--- src/rtl/image_select_sync.sv ---
// image_select_sync: frame-boundary image selection with optional fade-out/swap/fade-in (enable with IMAGE_FADE_EN)
module image_select_sync #(
  parameter int IMG_SIZE    = 19200,
  parameter int ADDR_W      = 17,
  parameter int FADE_FRAMES = 2
) (
  input  logic              clk,
  input  logic              reset,
  input  logic [1:0]        image_index,
  input  logic              frame_start,
  output logic [1:0]        active_index,
  output logic [ADDR_W-1:0] rom_base_addr,
  output logic [3:0]        brightness,
  output logic              busy
);
`ifdef IMAGE_FADE_EN
  localparam int CW = $clog2(FADE_FRAMES + 1);
  typedef enum logic [1:0] {IDLE, FADE_OUT, SWAP, FADE_IN} state_t;
  state_t            state, state_d;
  logic [CW-1:0]     cnt, cnt_d;
  logic [1:0]        target, target_d, active_d;
  logic [ADDR_W-1:0] addr_d;
  logic [3:0]        bright_d;
  logic              busy_d, step;
  always_ff @(posedge clk) begin
    if (reset) begin
      state         <= IDLE;
      cnt           <= '0;
      target        <= '0;
      active_index  <= '0;
      rom_base_addr <= '0;
      brightness    <= 4'd15;
      busy          <= 1'b0;
    end else begin
      state         <= state_d;
      cnt           <= cnt_d;
      target        <= target_d;
      active_index  <= active_d;
      rom_base_addr <= addr_d;
      brightness    <= bright_d;
      busy          <= busy_d;
    end
  end
  always_comb begin
    state_d  = state;
    cnt_d    = cnt;
    target_d = target;
    active_d = active_index;
    addr_d   = rom_base_addr;
    bright_d = brightness;
    busy_d   = busy;
    step     = cnt == CW'(FADE_FRAMES - 1);
    if (frame_start) begin
      case (state)
        IDLE: begin
          if (image_index != active_index) begin
            target_d = image_index;
            busy_d   = 1'b1;
            state_d  = FADE_OUT;
          end
        end
        FADE_OUT: begin
          cnt_d    = step ? '0 : cnt + 1'b1;
          bright_d = step ? brightness - 4'd1 : brightness;
          state_d  = (step && brightness == 4'd1) ? SWAP : FADE_OUT;
        end
        SWAP: begin
          active_d = target;
          addr_d   = ADDR_W'(target) * ADDR_W'(IMG_SIZE);
          state_d  = FADE_IN;
        end
        FADE_IN: begin
          cnt_d    = step ? '0 : cnt + 1'b1;
          bright_d = step ? brightness + 4'd1 : brightness;
          state_d  = (step && brightness == 4'd14) ? IDLE : FADE_IN;
          busy_d   = !(step && brightness == 4'd14);
        end
        default: ;
      endcase
    end
  end
`else
  always_ff @(posedge clk) begin
    if (reset) begin
      active_index  <= '0;
      rom_base_addr <= '0;
    end else if (frame_start && image_index != active_index) begin
      active_index  <= image_index;
      rom_base_addr <= ADDR_W'(image_index) * ADDR_W'(IMG_SIZE);
    end
  end
  assign brightness = 4'd15;
  assign busy       = 1'b0;
`endif
endmodule

--- config.mk ---
export PLATFORM = sky130hd
export DESIGN_NAME = image_select_sync
export DESIGN_NICKNAME = d
export VERILOG_FILES = /design/src/rtl/image_select_sync.sv
export SDC_FILE = /design/constraint.sdc
export NUM_CORES = 1
export LEC_CHECK = 0
export ABC_AREA = 1
export CAP_MARGIN = 10
export CORE_AREA = 2 2 42 44
export CTS_CLUSTER_SIZE = 30
export DETAILED_ROUTE_END_ITERATION = 10
export DIE_AREA = 0 0 44 46
export HOLD_SLACK_MARGIN = 0.03
export MAX_ROUTING_LAYER = met4
export PLACE_DENSITY = 0.7
export SLEW_MARGIN = 40
export SYNTH_ARGS = -nofsm -noshare
export SYNTH_HDL_FRONTEND = slang
export SYNTH_SLANG_ARGS = --single-unit
--- constraint.sdc ---
create_clock -name clk -period 0.8 [get_ports clk]
set_input_delay 0.16 -clock clk [delete_from_list [all_inputs] [get_ports clk]]
set_output_delay 0.16 -clock clk [all_outputs]
set_load 0.05 [all_outputs]
==> flow_metrics.env, run 1 <==
export IMPL_start_util_pct=29.1
export IMPL_grt_pass1_vias=393
export IMPL_grt_pass1_wl_mm=1.68
export IMPL_grt_overflow=0
export IMPL_required_ps=640
export IMPL_cp_cell_sequence="buf_6, buf_12"
export IMPL_cap_violations=0
export IMPL_synth_top_family_by_area="buffers and inverters"
export IMPL_drive_above_1_share_pct=58.4
export IMPL_drt_iter0_drc=3
export IMPL_nets=98
export IMPL_synthXorXnorAreaFrac_pct=0
export IMPL_power_leakage_nw=0.419
export IMPL_synth_simple_area_share_pct=19.5
export IMPL_hold_class="in -> reg"
export IMPL_place_congestion=0.754
export IMPL_synth_area_sq_um=469
export IMPL_clkTransAtPathRegs_ps=60
export IMPL_cts_sinks=6
export IMPL_synth_cell_type_count=13
export IMPL_fin_ws_ps=-253
export IMPL_critPathKind="reg -> out"
export IMPL_fp_dieW_um=44
export IMPL_drc_errors=0
export IMPL_die_y_um=46
export IMPL_crit_fanout=3
export IMPL_failed_checks="negative setup slack"
export IMPL_cpPeakStageDelay_ps=360
export IMPL_finalMaxSlewViolations=0
export IMPL_grt_max_degree=13
export IMPL_worst_ep_arrival_time_ps=890
export IMPL_ctsHoldBuffers=0
export IMPL_yosys_warnings=0
export IMPL_stdcell_count=106
export IMPL_postSynthCellCount=65
export IMPL_ant_nets=0
export IMPL_min_period_ps=1050
export IMPL_max_freq_ghz=0.949
export IMPL_dr_pass1_iters=4
export IMPL_cp_start_kind="flip-flop"
export IMPL_grt_util_all_layers_pct=12.5
export IMPL_totalWireLength_mm=1.10
export IMPL_rsz0062_at_grt="true"
export IMPL_dp_cells=95
export IMPL_synth_mux_area_share_pct=0
export IMPL_antenna_found_initial=0
export IMPL_cts_buffer_depth=2
export IMPL_end_kind="output pin"
export IMPL_ys_seq_area_share_pct=25.6
export IMPL_ff2ff_setup_slack_ps=-240
export IMPL_synthAdderAreaFrac_pct=8.00
export IMPL_finClkSkew_ps=13.5
export IMPL_setup_viol=14
export IMPL_synth_compound_area_share_pct=8.53
export IMPL_crit_family="flip-flops"
export IMPL_insertion_delay_ps=260
export IMPL_holdWs_ps=336
export IMPL_n_antenna_cell=0
export IMPL_finalHoldViolCount=0
export IMPL_pin_count=29
export IMPL_syn_avg_cell_area_sq_um=7.22
export IMPL_period_share_pct=132
export IMPL_place_hpwl_um=713
export IMPL_cts_buffers=3
export IMPL_dieArea_sq_mm=0.00202
export IMPL_htreeDepth=1
export IMPL_clock_root_buffer="clkbuf_4"
export IMPL_ir_drop_mv=0.767
export IMPL_vias=437
export IMPL_powerDensity_mw_per_mm2=1640
export IMPL_cts_tree="yes"
export IMPL_num_rows=15
export IMPL_p_total_mw=1.36
export IMPL_core_sq_mm=0.00161
export IMPL_final_area_sq_um=830
export IMPL_viasPerCell=4.12
export IMPL_wl_per_cell_um=10.3
export IMPL_synth_seq_cells=6
export IMPL_place_area_sq_um=694
export IMPL_outcome="complete, but fails checks"
export IMPL_crit_buf_inv=2
export IMPL_crit_slowest_cell="dfxtp_4"
export IMPL_port_buffers=14
export IMPL_area_growth_pct=76.8
## path summary, 6_finish.rpt
path / from / to / cells past startpoint
setup / recovery: active_index[0] / rom_base_addr[14] / 2
hold / removal: image_index[0] / active_index[0] / 3
setup reg to reg: active_index[0] / rom_base_addr[9] / 7
hold reg to reg: rom_base_addr[12] / rom_base_addr[12] / 2
## metrics by stage
stage / setup TNS, ps / setup slack [ps] / utilization (%)
after detailed placement: -2630 / -524 / 43.0
after CTS: -2650 / -243 / 49.4
after global placement: -2440 / -497 / 43.0
final: -2710 / -253 / 51.4
after floorplan: -660 / -141 / -
after global routing: -3210 / -307 / 51.4
## cells by family after synthesis
group | after synthesis
other | 2
AND/OR/NAND/NOR | 19
flip-flops | 6
AO/OA/AOI/OAI | 8
buffers and inverters | 27
adder cells (fa/ha/maj) | 3
## cell usage in the layout (no fill, tap or decap), drive strengths merged
cell type,n
a21oi,6
ha,3
clkdlybuf4s50,1
o21ai,2
clkbuf,5
nor2,4
buf,22
dlymetal6s2s,1
conb,14
nand3,4
dfxtp,6
nand2,11
inv,8
dlygate4sd2,2
## area by class of cell
class | instances | area (sq um)
fillers | 159 | 785
repair buffers | 27 | 357
multi-input cells | 44 | 260
flip-flops and latches | 6 | 135
inverters | 8 | 30.0
clock buffers | 4 | 26.3
well taps | 17 | 21.3
## cell usage after synthesis
master   number  area share [%]
a21oi_1       6             6.4
buf_4        19              30
conb_1        2             1.6
dfxtp_1       6              26
ha_1          3             8.0
inv_1         5             4.0
inv_2         3             2.4
nand2_1       7             5.6
nand2_2       3             4.0
nand2_4       1             2.4
nand3_1       4             4.3
nor2_1        4             3.2
o21ai_1       2             2.1
## state kept, by name (all words and copies together), names as in the netlist
signal         count
active_index       1
rom_base_addr      5
## metal layers
metal | wire, um | global-route usage [%] | vias to the layer above | part of all wire (%)
met5 | 0 | - | - | 0
met4 | 18 | 5.45 | 0 | 1.6
met3 | 83 | 5.95 | 4 | 7.6
met2 | 628 | 22.4 | 18 | 57
met1 | 365 | 11.1 | 199 | 33
li1 | - | - | 216 | -
## report_power, final
part | leakage, nW | switching (mW) | internal (mW) | total, mW
logic | 0.351 | 0.415 | 0.265 | 0.680
registers | 0.0526 | 0.0314 | 0.326 | 0.357
clock network | 0.0150 | 0.130 | 0.190 | 0.320
total | 0.419 | 0.576 | 0.781 | 1.36
## tightest hold or removal path: cells and delay by family
family	cells	cell delay, ps
compound gates	1	60
buf+inv	2	340
## timing repair
| action | 4_1_cts | 5_1_grt |
|---|---|---|
| pin swaps | 4 | 7 |
| setup buffers | 6 | 0 |
| endpoints found under the setup margin | 15 | 16 |
| gates resized for setup | 13 | 8 |
| cloned | 0 | 1 |
(Power assumes the default switching activity.)
==> run 2: changes to the inputs <==
- CELL_PAD_IN_SITES_DETAIL_PLACEMENT: not set -> 1
- CELL_PAD_IN_SITES_GLOBAL_PLACEMENT: not set -> 2
- CORE_AREA: 2 2 42 44 -> 2 2 59 61
- DIE_AREA: 0 0 44 46 -> 0 0 61 63
- HOLD_SLACK_MARGIN: 0.03 -> 0.15
- MAX_ROUTING_LAYER: met4 -> not set
- PLACE_DENSITY: 0.7 -> not set
- PLACE_DENSITY_LB_ADDON: not set -> 0.1
==> run 2 against run 1 <==
  * The run still ends with negative setup slack left
  * Largest cell class unchanged
  * Register-to-register slack better by 20 ps
  * Wire length is 2.7% higher
  * Design area is 3.8% higher
  * Total power is 1.3% lower
  * Highest routed layer unchanged
  * Clock power is 3% lower
==> flow_metrics.env, run 2 (synthesis gave the netlist of run 1 again) <==
export IMPL_num_rows=21
export IMPL_failed_checks="negative setup slack"
export IMPL_htreeDepth=1
export IMPL_cts_sinks=6
export IMPL_p_total_mw=1.34
export IMPL_final_common_cell="conb_1"
export IMPL_nets=98
export IMPL_min_period_ps=1030
export IMPL_fill_cells=378
export IMPL_drive_above_1_share_pct=57.3
export IMPL_final_cell_mix="conb_1 (14), buf_12 (10), buf_4 (9)"
export IMPL_max_freq_ghz=0.970
export IMPL_vias=433
export IMPL_required_ps=640
export IMPL_powerDensity_mw_per_mm2=1560
export IMPL_die_y_um=63
export IMPL_clock_power_share_pct=23.3
export IMPL_hold_class="in -> reg"
export IMPL_grt_pass1_vias=438
export IMPL_cp_start_kind="flip-flop"
export IMPL_ant_nets=0
export IMPL_rsz0062_at_grt="true"
export IMPL_viasPerCell=3.21
export IMPL_ctsHoldBuffers=0
export IMPL_ir_drop_mv=0.527
export IMPL_finalMaxSlewViolations=0
export IMPL_outcome="complete, but fails checks"
export IMPL_internal_power_uw=779
export IMPL_crit_fanout=3
export IMPL_place_congestion=0.655
export IMPL_clkTransAtPathRegs_ps=50
export IMPL_cap_violations=0
export IMPL_cts_tree="yes"
export IMPL_post_route_util_pct=26.6
export IMPL_grt_util_all_layers_pct=6.74
export IMPL_dr_pass1_iters=2
export IMPL_largest_register_ffs=5
export IMPL_fin_ws_ps=-231
export IMPL_grt_max_degree=13
export IMPL_antenna_found_initial=0
export IMPL_finalHoldViolCount=0
export IMPL_start_util_pct=14.5
export IMPL_reg_top3="rom_base_addr: 5 flops, active_index: 1 flops"
export IMPL_holdWs_ps=338
export IMPL_largest_register="rom_base_addr"
export IMPL_drc_errors=0
export IMPL_core_sq_mm=0.00323
export IMPL_p_switching_uw=561
export IMPL_clock_root_buffer="clkbuf_4"
export IMPL_setup_viol=14
export IMPL_cts_buffer_depth=2
export IMPL_grt_overflow=0
export IMPL_end_kind="output pin"
export IMPL_grt_pass1_wl_mm=1.83
export IMPL_p_comb_share_pct=50.2
export IMPL_n_antenna_cell=0
export IMPL_pin_count=29
export IMPL_dieArea_sq_mm=0.00384
export IMPL_place_hpwl_um=856
export IMPL_place_ws_ps=-536
export IMPL_area_growth_pct=83.5
export IMPL_port_buffers=14
export IMPL_fp_dieW_um=61
export IMPL_totalWireLength_mm=1.13
export IMPL_wl_per_cell_um=8.33
export IMPL_finClkSkew_ps=2.18
export IMPL_insertion_delay_ps=250
export IMPL_drt_iter0_drc=2
export IMPL_cts_buffers=3
export IMPL_seq_power_share_pct=26.5
export IMPL_worst_ep_arrival_time_ps=870
export IMPL_period_share_pct=129
export IMPL_p_sw_share_pct=41.9
export IMPL_power_leakage_nw=0.419
export IMPL_critPathKind="reg -> out"
## run 2: cell types whose count changed in the layout (fill, tap and decap cells not counted), sizes merged
| cell | previous run | this run |
|---|---|---|
| clkbuf | 5 | 4 |
| buf | 22 | 23 |
## run 2: layout make-up
cell class / count / area, sq um / share of cell area [%]
flip-flops and latches: 6 / 135 / 15.7
well taps: 46 / 57.6 / 6.69
clock buffers: 4 / 26.3 / 3.05
repair buffers: 27 / 353 / 41.0
inverters: 8 / 30.0 / 3.49
multi-input cells: 44 / 259 / 30.1
## run 2: worst max-delay path: stages (launching register included)
cell,delay (ps)
dfxtp_4,350
buf_6,130
buf_12,140
## run 2: power groups by stage
stage                     Combinational (mW)  Sequential, mW  Clock (mW)
after floorplan                        0.363           0.432           0
after global placement                 0.611           0.360           0
after detailed placement               0.612           0.360           0
after CTS                              0.661           0.355       0.327
after global routing                   0.711           0.359       0.367
final                                  0.672           0.355       0.312
## run 2: worst paths after layout
path,from,endpoint,slack [ps],depth (start not counted)
min,frame_start,rom_base_addr[15],340,3
max,active_index[0],rom_base_addr[14],-230,2
min reg2reg,active_index[0],active_index[0],550,2
max reg2reg,active_index[0],rom_base_addr[11],-220,7
## run 2: metal layers
| layer | up-vias | global-route usage [%] | routed length, um |
|---|---|---|---|
| li1 | 213 | - | - |
| met1 | 199 | 6.09 | 406 |
| met2 | 19 | 11.3 | 598 |
| met3 | 2 | 4.35 | 103 |
| met4 | 0 | 3.26 | 17 |
| met5 | - | 0 | 0 |
## run 2: what timing repair did
item                                    4_1_cts  5_1_grt
endpoints found under the hold margin         0        0
buffers inserted                              5        0
resized for setup                            12        8
endpoints found under the setup margin       15       16
gates cloned                                  0        1
pin swaps                                     0        4
## run 2: metrics by stage
step	TNS, ps	instances	instance area [sq um]
final	-2510	135	861
after global routing	-3220	135	861
after CTS	-2640	134	830
after detailed placement	-2720	125	738
after global placement	-2670	125	738
after floorplan	-660	77	534
==> run 3: changes to the inputs <==
- CORE_AREA: 2 2 59 61 -> 2 2 76 49
- DIE_AREA: 0 0 61 63 -> 0 0 78 51
- GPL_TIMING_DRIVEN: not set -> 0
==> run 3 against run 2 <==
  * The run still ends with negative setup slack left
  * Sequential share of layout area fell by 0.27 points
  * Clock power rose by 63%
  * Clock skew rose by 1.3 ps
  * Worst hold slack improved by 88 ps
  * Utilization fell by 0.90 points
  * Cell count rose by 5.9%
  * Critical path depth did not move
  * Register-to-register slack improved by 70 ps
  * Design area rose by 1.7%
  * Setup slack improved by 20 ps
  * Sequential power rose by 1%
  * Combinational power fell by 5.1%
==> flow_metrics.env, run 3 (synthesis gave the netlist of run 1 again) <==
export IMPL_outcome="complete, but fails checks"
export IMPL_failed_checks="negative setup slack"
export IMPL_n_antenna_cell=0
export IMPL_port_buffers=14
export IMPL_grt_pass1_vias=434
export IMPL_totalNegativeSetupSlack_ps=-1990
export IMPL_drt_iter0_drc=5
export IMPL_start_util_pct=13.8
export IMPL_grt_util_all_layers_pct=6.84
export IMPL_crit_fanout=6
export IMPL_cp_cell_sequence="buf_6, buf_8"
export IMPL_final_cell_mix="buf_4 (16), conb_1 (14), buf_8 (9)"
export IMPL_drc_errors=0
export IMPL_num_rows=17
export IMPL_grt_pass1_wl_mm=2.02
export IMPL_largest_register="rom_base_addr"
export IMPL_dieArea_sq_mm=0.00398
export IMPL_place_hpwl_um=912
export IMPL_worst_ep_arrival_time_ps=850
export IMPL_cts_tree="yes"
export IMPL_finalHoldViolCount=0
export IMPL_fin_ws_ps=-210
export IMPL_totalWireLength_mm=1.17
export IMPL_holdWs_ps=426
export IMPL_period_share_pct=126
export IMPL_setup_viol=14
export IMPL_viasPerCell=3.12
export IMPL_pin_count=29
export IMPL_clkTransAtPathRegs_ps=40
export IMPL_power_leakage_nw=0.443
export IMPL_cp_start_kind="flip-flop"
export IMPL_clock_root_buffer="clkbuf_8"
export IMPL_rsz0062_at_grt="true"
export IMPL_area_growth_pct=86.7
export IMPL_fp_dieW_um=78
export IMPL_dr_pass1_iters=3
export IMPL_largest_register_ffs=5
export IMPL_crit_slowest_cell="dfxtp_4"
export IMPL_grt_max_degree=11
export IMPL_hold_class="in -> reg"
export IMPL_core_sq_mm=0.00340
export IMPL_insertion_delay_ps=230
export IMPL_reg_top3="rom_base_addr: 5 flops, active_index: 1 flops"
export IMPL_ant_nets=0
export IMPL_antenna_found_initial=0
export IMPL_required_ps=640
export IMPL_place_congestion=0.670
export IMPL_finClkSkew_ps=3.47
export IMPL_place_ws_ps=-612
export IMPL_final_common_cell="buf_4"
export IMPL_cts_sinks=6
export IMPL_cts_buffers=3
export IMPL_finalMaxSlewViolations=0
export IMPL_max_freq_ghz=0.990
export IMPL_vias=446
export IMPL_min_period_ps=1010
export IMPL_ir_drop_mv=0.432
export IMPL_wl_per_cell_um=8.19
export IMPL_htreeDepth=1
export IMPL_die_y_um=51
export IMPL_grt_overflow=0
export IMPL_powerDensity_mw_per_mm2=1720
export IMPL_cpPeakStageDelay_ps=360
export IMPL_end_kind="output pin"
export IMPL_critPathKind="reg -> out"
export IMPL_cts_buffer_depth=2
export IMPL_drive_above_1_share_pct=60.4
export IMPL_nets=105
export IMPL_cap_violations=0
## run 3: worst paths after layout
check | from | endpoint | slack [ps] | depth (start not counted)
min reg2reg | rom_base_addr[9] | rom_base_addr[9] | 490 | 2
max reg2reg | active_index[0] | rom_base_addr[13] | -150 | 7
min | image_index[0] | active_index[0] | 430 | 3
max | active_index[0] | rom_base_addr[14] | -210 | 2
## run 3: per-stage QoR
stage          utilization [%]  power, mW  instance area, sq um  std cells
2_1_floorplan                -      0.796                   534         77
3_3_place_gp              21.5      0.919                   733        138
3_5_place_dp              21.5      0.920                   733        138
4_1_cts                   24.9       1.50                   847        142
5_1_grt                   25.7       1.61                   876        143
6_report                  25.7       1.51                   876        143
## run 3: what timing repair did
item,CTS,global route
pin swaps,2,1
hold buffers,0,0
gates resized for setup,90,6
endpoints found under the setup margin,16,14
setup buffers,0,1
## run 3: critical path: cells and delay by family (launching register included)
kind,cells,cell delay [ps]
flops,1,360
buf+inv,2,260
## run 3: routing by layer
layer	global-route usage, %	vias to the layer above	part of all wire, %
li1	-	229	-
met1	9.34	196	51
met2	8.48	18	40
met3	4.06	3	8.5
met4	2.63	0	1.2
met5	0	-	0
## run 3: layout make-up
type,count,area (sq um)
multi-input cells,44,259
inverters,8,30.0
clock buffers,4,45.0
fillers,418,2530
well taps,47,58.8
repair buffers,15,186
plain buffers,19,161
flip-flops and latches,6,135
## run 3: power breakdown
group	total (mW)	internal [mW]	leakage [nW]	switching, mW
Clock	0.509	0.346	0.0228	0.163
Sequential	0.359	0.326	0.0526	0.0327
Combinational	0.638	0.237	0.367	0.401
